File: src/rtl/sm4_p2s_packer_pkg.sv
// Shared defaults, state encoding and width helpers for the SM4 parallel-to-serial packer.
package sm4_p2s_packer_pkg;

  localparam int BLOCK_WIDTH_DEF = 128;
  localparam int IO_WIDTH_DEF    = 32;

  typedef enum logic {
    IDLE  = 1'b0,
    SHIFT = 1'b1
  } state_t;

  // Word-index counter width; never narrower than one bit, even for a single-word block.
  function automatic int cnt_width(input int words);
    int w;
    w = $clog2(words);
    return (w < 1) ? 1 : w;
  endfunction

endpackage

File: src/rtl/sm4_p2s_packer.sv
// Splits 128-bit SM4 result blocks into IO_WIDTH-bit words, MSW first, tagged {sop, eop, word},
// and writes them into the p2s FIFO under its almost-full/full back-pressure.
module sm4_p2s_packer
  import sm4_p2s_packer_pkg::*;
#(
  parameter int BLOCK_WIDTH   = BLOCK_WIDTH_DEF,
  parameter int IO_WIDTH      = IO_WIDTH_DEF,
  parameter int WORDS         = BLOCK_WIDTH / IO_WIDTH,
  parameter int CNT_WIDTH     = cnt_width(WORDS),
  parameter int BLK_CNT_WIDTH = 16
) (
  input  logic                     clk,
  input  logic                     rst_n,
  input  logic                     blk_valid,
  input  logic [BLOCK_WIDTH-1:0]   blk_data,
  output logic                     blk_ready,
  output logic                     fifo_wr_en,
  output logic [IO_WIDTH+1:0]      fifo_in,
  input  logic                     fifo_almost_full,
  input  logic                     fifo_full,
  output logic                     busy,
  output logic [BLK_CNT_WIDTH-1:0] blk_cnt,
  output state_t                   dbg_state
);

  localparam int SOP_BIT = IO_WIDTH + 1;
  localparam int EOP_BIT = IO_WIDTH;
  localparam logic [CNT_WIDTH-1:0] LAST_IDX = CNT_WIDTH'(WORDS - 1);

  state_t                 state;
  logic [BLOCK_WIDTH-1:0] sreg;
  logic [CNT_WIDTH-1:0]   cnt;
  logic                   eop_word;
  logic                   accept;

  // Handshake: a block transfers on the edge where blk_valid && blk_ready.
  // blk_ready depends only on registered state and the FIFO flags, never on blk_valid.
  assign eop_word   = (cnt == LAST_IDX);
  assign fifo_wr_en = (state == SHIFT) && !fifo_full;
  assign blk_ready  = !fifo_almost_full &&
                      ((state == IDLE) || (eop_word && fifo_wr_en));
  assign accept     = blk_valid && blk_ready;
  assign busy       = (state == SHIFT);
  assign dbg_state  = state;

  always_comb begin
    fifo_in = '0;
    if (state == SHIFT) begin
      fifo_in[SOP_BIT]         = (cnt == '0);
      fifo_in[EOP_BIT]         = eop_word;
      fifo_in[IO_WIDTH-1:0]    = sreg[BLOCK_WIDTH-1 -: IO_WIDTH];
    end
  end

  always_ff @(posedge clk or negedge rst_n) begin
    if (!rst_n) begin
      state   <= IDLE;
      sreg    <= '0;
      cnt     <= '0;
      blk_cnt <= '0;
    end else begin
      if (fifo_wr_en && eop_word) begin
        blk_cnt <= blk_cnt + BLK_CNT_WIDTH'(1);
      end
      // Accept covers both IDLE and the eop cycle, giving back-to-back blocks with no bubble.
      if (accept) begin
        sreg  <= blk_data;
        cnt   <= '0;
        state <= SHIFT;
      end else if (fifo_wr_en) begin
        if (!eop_word) begin
          sreg <= sreg << IO_WIDTH;
          cnt  <= cnt + CNT_WIDTH'(1);
        end else begin
          state <= IDLE;
        end
      end
    end
  end

endmodule

File: config.mk
export PLATFORM = sky130hd
export DESIGN_NAME = sm4_p2s_packer
export DESIGN_NICKNAME = d
export VERILOG_FILES = /design/src/rtl/sm4_p2s_packer_pkg.sv /design/src/rtl/sm4_p2s_packer.sv
export SDC_FILE = /design/constraint.sdc
export NUM_CORES = 1
export LEC_CHECK = 0
export ABC_AREA = 1
export CAP_MARGIN = 40
export CORE_ASPECT_RATIO = 1.75
export CORE_MARGIN = 5
export CORE_UTILIZATION = 52
export DETAILED_ROUTE_END_ITERATION = 10
export PLACE_DENSITY = 0.85
export SLEW_MARGIN = 20
export SYNTH_ARGS = -nofsm -noshare
export SYNTH_HDL_FRONTEND = slang
export SYNTH_SLANG_ARGS = --single-unit
File: constraint.sdc
create_clock -name clk -period 2.8 [get_ports clk]
set_input_delay 0.42 -clock clk [delete_from_list [all_inputs] [get_ports clk]]
set_output_delay 0.42 -clock clk [all_outputs]
set_load 0.02 [all_outputs]
Word level (Yosys, flattened, before mapping)
Cells that the tools add are included.
- register bits: 147
- bits of input ports: 133
- logic and storage cells: 31
- add/subtract/negate cells: 2
- equal/unequal tests: 2
- muxes and demuxes: 10
- bitwise gates (word level): 1
- reduce and logical (&&, ||, !) cells: 12
- operators by type and width (operator ; number):
    128-bit 2-to-1 mux ; 3
    34-bit 2-to-1 mux ; 1
    16-bit by 1-bit adder with 16-bit output (second input constant) ; 1
    2-bit 2-to-1 mux ; 3
    1-bit logical AND ; 4
    2-bit AND reduction ; 2
    2-bit nonzero test ; 2
    1-bit 2-to-1 mux ; 3
    2-bit by 1-bit adder with 2-bit output (second input constant) ; 1
    2-bit == test (second input constant) ; 1
    1-bit zero test ; 2
    2-bit zero test ; 1
    2-bit by 1-bit inequality test with 1-bit output (second input constant) ; 1
    1-bit logical OR ; 1
    1-bit inverter ; 1

Depth between registers and ports, before layout
Gate-level depths: netlist of the first run.
- depth in word-level cells: 8
- depth in mapped cells: 9
- depth with buffers taken out: 9

Worst setup path after synthesis of the first run
Ideal clock, no wire load.
- path kind: register to register
- start point: reg state, in the netlist busy
- end point: reg sreg[84]
- setup time: 0.119 ns
- arrival time: 1.497 ns
- data required time: 2.681 ns
- slack: 1.184 ns
- stages on the path, launching flop included: 10
- path buffers: 3
- cells stage by stage: dfrtp_1 > buf_4 > nand2_2 > nor2_4 > inv_2 > buf_2 > buf_2 > nand2_1 > nand3_1 > o21a_1
- cells in the longest elaborated chain, start to end: 7
- elaborated cells between the ends (all ways): 10
- classes of those cells: eq/ne: 1; mux: 1; bitwise: 1; reduce/logical: 7
- RTL lines (element ; line ; source):
    start: declaration ; sm4_p2s_packer.sv:30 ; state_t state;
    start signal: assignment ; sm4_p2s_packer.sv:57 ; state <= IDLE;
    start signal: assignment ; sm4_p2s_packer.sv:69 ; state <= SHIFT;
    start signal: assignment ; sm4_p2s_packer.sv:75 ; state <= IDLE;
    1-bit logical AND ; sm4_p2s_packer.sv:39 ; assign fifo_wr_en = (state == SHIFT) && !fifo_full;
    1-bit logical AND ; sm4_p2s_packer.sv:41 ; ((state == IDLE) || (eop_word && fifo_wr_en));
    1-bit logical OR ; sm4_p2s_packer.sv:41 ;
    1-bit logical AND ; sm4_p2s_packer.sv:40 ; assign blk_ready = !fifo_almost_full &&
    1-bit logical AND ; sm4_p2s_packer.sv:42 ; assign accept = blk_valid && blk_ready;
    2-bit by 1-bit inequality test with 1-bit output (no source line) or 2-bit nonzero test (tied branches) ; -- ;
    2-bit AND reduction (no source line) ; -- ;
    end signal: assignment ; sm4_p2s_packer.sv:67 ; sreg <= blk_data;
    end signal: assignment ; sm4_p2s_packer.sv:72 ; sreg <= sreg << IO_WIDTH;
    end: declaration ; sm4_p2s_packer.sv:31 ; logic [BLOCK_WIDTH-1:0] sreg;
Several ways; a longest one is shown, not always the timed one.
A chain may end at the register's enable or synchronous reset.

Worst setup path in the final report of the first run
- start point: reg cnt[1]
- end point: out blk_ready
- cells in the longest elaborated chain, start to end: 4
- RTL lines (element ; line ; source):
    start: declaration ; sm4_p2s_packer.sv:32 ; logic [CNT_WIDTH-1:0] cnt;
    start signal: assignment ; sm4_p2s_packer.sv:73 ; cnt <= cnt + CNT_WIDTH'(1);
    2-bit == test ; sm4_p2s_packer.sv:38 ; assign eop_word = (cnt == LAST_IDX);
    1-bit logical AND ; sm4_p2s_packer.sv:41 ;
    1-bit logical OR ; sm4_p2s_packer.sv:41 ;
    1-bit logical AND ; sm4_p2s_packer.sv:40 ;
    end: declaration ; sm4_p2s_packer.sv:16 ; output logic blk_ready,
Every way passes these cells.

==> metrics.txt, run 1 <==
Synth area leader dfrtp_1; met1 Usage GRT between 20% and 30%; RSZ-0062 raised after global routing false; NetSw 3.25 mW; part of the power in the clock network 25.2%; routed wire length 19,100 um; mapped cell area approximately 7000 um2; Final min period 2.39 ns; H-Tree Depth 4; hold_buf cts 0; sw frac 35.7%; max_cap viols 0; final core utilization 73.0%; core area 12,900 um2; Post-synth ARST share 100%; vias in the first global route between 6,000 and 7,000; Arrival @ worst endpoint about 2.0 ns; FF+latch area roughly 3700 um2; Post-synth EDFFs 0; # IOs 187; Area Growth Syn to Fin 37.9%; top_reg_cell synth dfrtp_1; clk_lat worst skew 0.41 ns; Filler cells 1,007; CTS Root Buffer Type clkbuf_16; synth warn 0; DP Cell Count between 1,000 and 1,500; Yosys cell types 23; flops & latches, synth about 150; top-count cell post-synth nand2_1; Die Y-Extent 162 um; Net Count, Synth 989; Setup-failing EPs final 0; Worst Path Required 2.38 ns; dpl cell area 8830 um2; Reg power frac 38.0%; post-DR vias/cell around 5.3; drt first-iter violations 546; post-CTS setup buffer count 0; internal power 5.86 mW; Multi-input gate area 2700 um2; GR met3 Demand/Resource under 10%; Post-route DRC 0; most crowded layer after global routing met2; Setup CP Type reg -> out; Leakage roughly 4.7 nW; CTS max path bufs 2; crit end category primary output; Hold Crit Class in -> async; vias post-DR approximately 6,300; Total Routing Usage GR 24.4%; die area 15,700 um2; Critical Path Start Type flip-flop; Post-CTS Resized 0; Mapped Cells 853; CTS tree done; Clock Skew 0.00757 ns; Nets 1,150; Horiz. Die Dim 96.7 um; hpwl dp 13,300 um; Fmax 0.419 GHz; CTS sink cnt 147; M2 GR Usage 42.4%; Final period util 85.3%; port bufs between 150 and 200; largest net degree at the start of global routing 110; Final Max Slew Viols 0; Area contributors post-synth dfrtp_1 54%, nand2_1 18%, nand3_1 15%; share of cells above drive strength 1 slightly below 5%; Non-Filler Instances about 1,200; crit-path max FO 5; Pre-antenna DRT Iters 5; Synth top area share between 50 and 60%; final hold violations 0; Worst VDD drop ~0.00044 V; Rows between 50 and 60; initial antenna violation count 5; Starting Density 52.9%; RePlAce Congestion 0.839; status complete, no violations; Final Hold Slack 0.0215 ns; Design Area, Final between 9000 and 10,000 um2; GRT overflow 0; total negative slack 0 ns; syn avg cell area 8.03 um2; first-pass GRT wire length 30,800 um; Reg clk slew, reported paths 0.06 ns; CTS Buf Count 17; combinational share of power 36.8%; Commonest cells post-synth 325 x nand2_1, 210 x nand3_1, 147 x dfrtp_1; Avg WL per Cell between 15 and 20 um; Detail Route Antenna Nets 0; Tightest Pin Transition 0.691 ns; sequential area share after synthesis 53.7%; Pwr Density 966 nW/um2; Max transition margin 53.9%
[placed cells by master, fill, tap and decap left out, types with 2 or more instances in the layout]
master	instances
inv_6	3
nor3b_1	2
nand4_1	2
clkbuf_16	17
clkinv_2	5
diode_2	5
inv_1	55
nor3_1	2
clkdlybuf4s50_1	185
nand3_1	210
xor2_1	8
ha_1	3
dfrtp_1	147
bufinv_16	3
buf_4	7
o21a_1	20
nor2_1	10
nand2_1	325
xnor2_1	3
nor2_4	2
clkbuf_1	2
buf_12	5
[per-layer routing]
metal  vias to the layer above  routed length [um]
met2                       219               10300
li1                       3059                   -
met5                         -                   0
met3                        53                 887
met4                         0                 935
met1                      3000                7030
[stage by stage]
stage               setup WS, ns  power, mW
floorplan                   1.18       5.52
global placement           0.477       6.67
detailed placement         0.351       6.83
CTS                        0.395       9.15
global route               0.303       9.70
finish                     0.412       9.12
[registers in the layout, summed over array words and instances (netlist names)]
signal and flops:
cnt 2, blk_cnt 16, busy 1, sreg 128
[critical path: stages, from the launching register on]
cell	delay (ns)
dfrtp_1	0.35
ha_1	0.27
nand3_2	0.16
a21oi_1	0.15
clkdlybuf4s50_1	0.62
[cell families after synthesis]
group | Yosys count | share of synthesized area [%]
simple gates | 557 | 35.1
flops | 147 | 53.7
buf+inv | 113 | 6.92
compound gates | 22 | 2.34
xor+xnor | 11 | 1.41
fa+ha+maj | 3 | 0.548
[final cells by class]
class                   count  area share, %
repair buffers            198           21.4
multi-input cells         593           28.6
clock buffers              20           4.73
diodes                      5          0.133
clock inverters            12           1.62
flip-flops and latches    147           39.0
inverters                  57           2.31
well taps                 171           2.27
[final timing paths]
kind / from / to / slack, ns / cells past startpoint
min in group clk: sreg[18] / sreg[50] / 0.49 / 2
setup / recovery: cnt[1] / blk_ready / 0.41 / 4
setup reg to reg: cnt[1] / sreg[43] / 0.71 / 8
hold / removal: rst_n / blk_cnt[5] / 0.02 / 1
hold reg to reg: sreg[18] / sreg[50] / 0.49 / 2
max in group asynchronous: rst_n / sreg[2] / 2.04 / 2
[power by group through the flow]
stage	Sequential (mW)	Combinational, mW	Clock (mW)
2_1_floorplan	3.39	2.13	0
3_3_place_gp	3.42	3.25	0
3_5_place_dp	3.48	3.35	0
4_1_cts	3.45	3.39	2.32
5_1_grt	3.55	3.74	2.41
6_report	3.46	3.36	2.30
Note: power is estimated with default switching activity, not from simulation.
==> run 2, diff against run 1 <==
- CORE_UTILIZATION: 52 -> 49
- PLACE_DENSITY: 0.85 -> 0.81
- SKIP_LAST_GASP: unset -> 1
- clock period: 2.8 -> 2.39 ns (I/O delays scaled with it)
==> run 2 against run 1 <==
Compared with the run above:
- flip-flop and latch count is the same
- sequential share of layout area is essentially flat
- worst setup slack lost 0.32 ns
- via count shrank 1.1%
- die area grew 5.6%
- core utilization shrank 4.7 points
- highest routed layer unchanged
==> metrics.txt, run 2 (synthesized netlist as in run 1, its figures left out) <==
status complete, no violations; Horiz. Die Dim 99.4 um (+2.7%); Fmax 0.435 GHz; Tightest Pin Transition 0.602 ns (-0.0889 ns); Final Max Slew Viols 0 (unchanged); CTS sink cnt 147 (unchanged); Pre-antenna DRT Iters 5 (unchanged); Critical Path Start busy; H-Tree Depth 4 (unchanged); routed wire length 18,500 um (-3.2%); vias in the first global route 6,014 (-5.8%); GRT overflow 0 (unchanged); post-CTS setup buffer count 0 (unchanged); core area 13,800 um2 (+6.9%); GR met3 Demand/Resource 3.78% (-1.1 points); final core utilization 68.2% (-4.7 points); Final min period around 2.3 ns; clk_lat worst skew 0.41 ns (about the same); most crowded layer after global routing met2; Non-Filler Instances 1,209 (+0.50%); FF-to-FF Start cnt[0]; Final period util 96.3%; crit-path max FO 21 (+16); Post-route DRC 0 (unchanged); die area 16,500 um2 (+5.6%); Leakage 4.68 nW (-0.18%); share of cells above drive strength 1 5.34% (+0.37 points); final hold violations 0 (unchanged); Die Y-Extent 166 um (+2.8%); Critical Path Start Type flip-flop; Nets 1,153 (+0.26%); CTS max path bufs 2 (unchanged); M2 GR Usage 38.8% (-3.6 points); Area Growth Syn to Fin 37.8% (about the same); Hold Crit Class in -> async; post-DR vias/cell 5.18 (-1.5%); hpwl dp 12,800 um (-3.8%); largest net degree at the start of global routing 100 (-9.1%); crit end category primary output; Reg clk slew, reported paths 0.06 ns (about the same); Setup-failing EPs final 0 (unchanged); max reg flops 128 (unchanged); Max transition margin 59.9% (+5.9 points); Avg WL per Cell 15.3 um (-3.6%); Top reg by flops sreg; CTS Root Buffer Type clkbuf_16; DP Cell Count 1,174 (+0.69%); CTS Buf Count 17 (unchanged); drt first-iter violations 512 (-6.2%); Worst VDD drop 0.000501 V (+13%); most frequent cells in the layout 325 x nand2_1, 210 x nand3_1, 184 x clkdlybuf4s50_1, 147 x dfrtp_1, 55 x inv_1; commonest non-fill, non-tap cell in the layout nand2_1; met1 Usage GRT 27.0% (-0.68 points); initial antenna violation count 2 (-3); max_cap viols 0 (unchanged); vias post-DR 6,264 (-1.1%); # IOs 187 (unchanged); RePlAce Congestion 0.872 (+3.9%); port bufs 186 (unchanged); Arrival @ worst endpoint 1.94 ns (-0.03 ns); Total Routing Usage GR 22.4% (-2.0 points); Clock Skew 0.00802 ns (+0.000446 ns); biggest regs sreg: 128 flops, blk_cnt: 16 flops, cnt: 2 flops; Worst Path Required 2.03 ns (-0.35 ns); Pwr Density 1110 nW/um2 (+15%); Rows 57 (+3.6%); first-pass GRT wire length 29,500 um (-4.5%); RSZ-0062 raised after global routing true; Setup CP Type reg -> out; Starting Density 49.5% (-3.4 points); Detail Route Antenna Nets 0 (unchanged); CTS tree done
run 2: where the power goes:
part,total [mW],switching (mW),internal [mW]
clock network,2.52,1.06,1.47
registers,4.06,0.575,3.49
logic,3.89,2.17,1.72
total,10.5,3.80,6.67
run 2: worst paths after layout:
path                                    end  slack (ns)  depth (start not counted)
worst max-delay path            fifo_in[12]        0.09                          4
max in group asynchronous         sreg[108]        1.16                          3
min in group clk                   sreg[12]        0.48                          3
worst min register to register     sreg[59]        0.49                          2
worst min-delay path             blk_cnt[3]        0.47                          2
worst max register to register     sreg[39]        0.62                          6
run 2: timing repair:
item                                   4_1_cts  5_1_grt
endpoints found under the hold margin       57        0
hold buffers                                 1        0
setup endpoints to repair                    0       19
gates resized for setup                      0        2
run 2: cell type report:
class                      count  area (um2)
clock buffer                  18         439
multi-input combinational    593        2700
sequential                   147        3680
inverter                      57         218
clock inverter                14         128
antenna                        2        5.00
timing repair buffer         201        2050
fill                        1125        4400
tap                          177         221
run 2: worst max-delay path, cell delays in order, from the launching register on:
cell             delay [ns]
dfrtp_1                0.50
buf_6                  0.25
nand2_1                0.07
inv_1                  0.09
clkdlybuf4s50_1        0.62
run 2: layer usage:
metal / part of all wire [%] / routed length, um / vias up
met5: 0 / 0 / -
met4: 3.0 / 551 / 0
met3: 5.4 / 1010 / 37
met2: 54 / 10000 / 225
met1: 37 / 6930 / 2946
li1: - / - / 3056
run 2: metrics by stage:
stage | setup TNS [ns] | hold slack [ns] | cell area (um2) | worst slack [ns] | power [mW]
2_1_floorplan | 0 | 0.0629 | 6850 | 0.774 | 6.47
3_3_place_gp | 0 | 0.376 | 8850 | 0.212 | 7.83
3_5_place_dp | 0 | 0.377 | 8850 | 0.194 | 7.97
4_1_cts | 0 | 0.469 | 9430 | 0.0122 | 10.5
5_1_grt | -0.00338 | 0.481 | 9440 | -0.00338 | 11.2
6_report | 0 | 0.472 | 9440 | 0.0888 | 10.5
==> run 3, diff against run 2 <==
- CTS_CLUSTER_DIAMETER: unset -> 150
- CTS_CLUSTER_SIZE: unset -> 12
- clock period: 2.39 -> 2.2 ns (I/O delays scaled with it)
==> run 3 against run 2 <==
Compared with the run above:
- critical path depth stayed put
- clock power is 27% higher
- power is 14% higher
- cell count is 0.25% higher
- die area stayed put
- sequential power is 9.1% higher
- count of clock-buffer cells in the layout is 2 higher
- via count is 1.0% higher
- non-clock buffer count is 4 higher
- combinational power is 11% higher
- largest power group unchanged
==> metrics.txt, run 3 (synthesized netlist as in run 1, its figures left out) <==
commonest non-fill, non-tap cell in the layout nand2_1; final hold violations 0 (unchanged); crit-path max FO 3 (-86%); H-Tree Depth 4 (unchanged); clk_lat worst skew 0.41 ns (about the same); Max transition margin 57.5% (-2.3 points); Die Y-Extent 166 um (unchanged); PnR Total Power 11.9 mW (+14%); # IOs 187 (unchanged); Area Growth Syn to Fin 40.3%; share of cells above drive strength 1 5.71% (+0.37 points); CTS Root Buffer Type clkbuf_16; Horiz. Die Dim 99.4 um (unchanged); hpwl dp 12,800 um (-0.18%); CP Buf/Inv Count 2 (-1); max_cap viols 0 (unchanged); Leakage 4.83 nW (+3.2%); die area 16,500 um2 (unchanged); initial antenna violation count 2 (unchanged); Final min period 2.16 ns; max reg flops 128 (unchanged); Pwr Density 1240 nW/um2 (+12%); vias post-DR 6,328 (+1.0%); vias in the first global route 6,146 (+2.2%); most frequent cells in the layout 325 x nand2_1, 210 x nand3_1, 176 x clkdlybuf4s50_1, 146 x dfrtp_1, 55 x inv_1; largest net degree at the start of global routing 105 (+5.0%); Worst Path Required 1.87 ns (-0.16 ns); first-pass GRT wire length 30,100 um (+2.1%); dpl cell area 8920 um2 (+0.74%); biggest regs sreg: 128 flops, blk_cnt: 16 flops, cnt: 2 flops; RePlAce Congestion 0.875 (+0.44%); core area 13,800 um2 (unchanged); Hold Crit Class in -> reg; post-DR vias/cell 5.22 (+0.77%); CTS sink cnt 147 (unchanged); CTS tree done; Nets 1,157 (+0.35%); drt first-iter violations 555 (+8.4%); CP max stage cell clkdlybuf4s50_1; routed wire length 18,900 um (+2.1%); Avg WL per Cell 15.6 um (+1.8%); cell family with most CP delay buffers and inverters; CTS max path bufs 2 (unchanged); GRT overflow 0 (unchanged); Final Max Slew Viols 0 (unchanged); Setup CP Type reg -> out; Rows 57 (unchanged); status complete, no violations; Starting Density 49.5% (unchanged); Total Routing Usage GR 22.8% (+0.46 points); Critical Path Start Type flip-flop; Worst VDD drop 0.000579 V (+16%); Fmax 0.463 GHz; Reg clk slew, reported paths 0.06 ns (about the same); Worst path max stage delay 0.59 ns (-0.03 ns); Detail Route Antenna Nets 0 (unchanged); Arrival @ worst endpoint 1.83 ns (-0.11 ns); Design Area, Final 9610 um2 (+1.8%); crit end category primary output; Final period util 98.1%; Top reg by flops sreg; worst path cell trace ha_2 > nand2_1 > inv_1 > clkdlybuf4s50_1; Setup-failing EPs final 0 (unchanged); port bufs 186 (unchanged); Post-route DRC 0 (unchanged); Pre-antenna DRT Iters 6 (+1); CTS Buf Count 17 (unchanged); Tightest Pin Transition 0.637 ns (+0.0351 ns); Clock Skew 0.00685 ns (-0.00117 ns)
## run 3: cell types whose count changed in the layout (fill, tap and decap cells not counted), moves of 2 or more
cell,before,now
buf_12,5,9
bufinv_16,1,5
clkdlybuf4s50_1,184,176
clkinv_2,3,1
clkinv_4,0,2
clkinvlp_4,7,2
dlygate4sd2_1,0,5
dlymetal6s2s_1,1,4
inv_6,4,2
## run 3: final timing paths
kind	endpoint	from	slack (ns)	depth (start not counted)
setup / recovery	fifo_in[32]	cnt[0]	0.04	4
max in group asynchronous	sreg[90]	rst_n	1.07	3
hold / removal	sreg[25]	blk_data[25]	0.45	3
hold reg to reg	sreg[35]	sreg[3]	0.49	2
setup reg to reg	sreg[49]	cnt[0]	0.32	9
min in group asynchronous	blk_cnt[3]	rst_n	0.48	2
## run 3: stage by stage
stage	std cells	setup TNS (ns)	hold WS, ns	setup WS [ns]	util, %
floorplan	853	0	0.0344	0.584	-
global placement	1176	0	0.381	0.123	64.4
detailed placement	1176	0	0.382	0.0277	64.4
CTS	1208	0	0.439	0.00351	69.2
global route	1212	-0.0197	0.447	-0.0197	69.5
finish	1212	0	0.454	0.0412	69.5
## run 3: area by class of cell
class | instances | area, um2
fill | 1101 | 4230
sequential | 147 | 3680
multi-input combinational | 593 | 2710
timing repair buffer | 205 | 2120
clock buffer | 20 | 457
tap | 177 | 221
inverter | 57 | 218
clock inverter | 11 | 200
antenna | 2 | 5.00
## run 3: where the power goes
| part | total, mW | internal (mW) | leakage [nW] | switching [mW] |
|---|---|---|---|---|
| clock network | 3.20 | 2.08 | 0.313 | 1.12 |
| logic | 4.31 | 1.92 | 2.62 | 2.40 |
| registers | 4.43 | 3.79 | 1.89 | 0.639 |
| total | 11.9 | 7.78 | 4.83 | 4.16 |
## run 3: tightest hold or removal path: stages
cell and delay, ns:
clkdlybuf4s50_1 0.39, nand2_1 0.06, nand2_1 0.05
## run 3: per-layer routing
layer  vias up  part of all wire [%]  global-route usage [%]
met4         0                   4.5                    12.4
met3        48                   5.2                    3.91
met5         -                     0                       0
met2       253                    52                    38.6
li1       3067                     -                       -
met1      2960                    38                    27.4
## run 3: what timing repair did
action | in CTS | in global routing
setup endpoints to repair | 34 | 30
hold endpoints to repair | 63 | 0
gates resized for setup | 6 | 5
gates cloned | 0 | 0
hold buffers | 1 | 0
setup buffers | 0 | 2
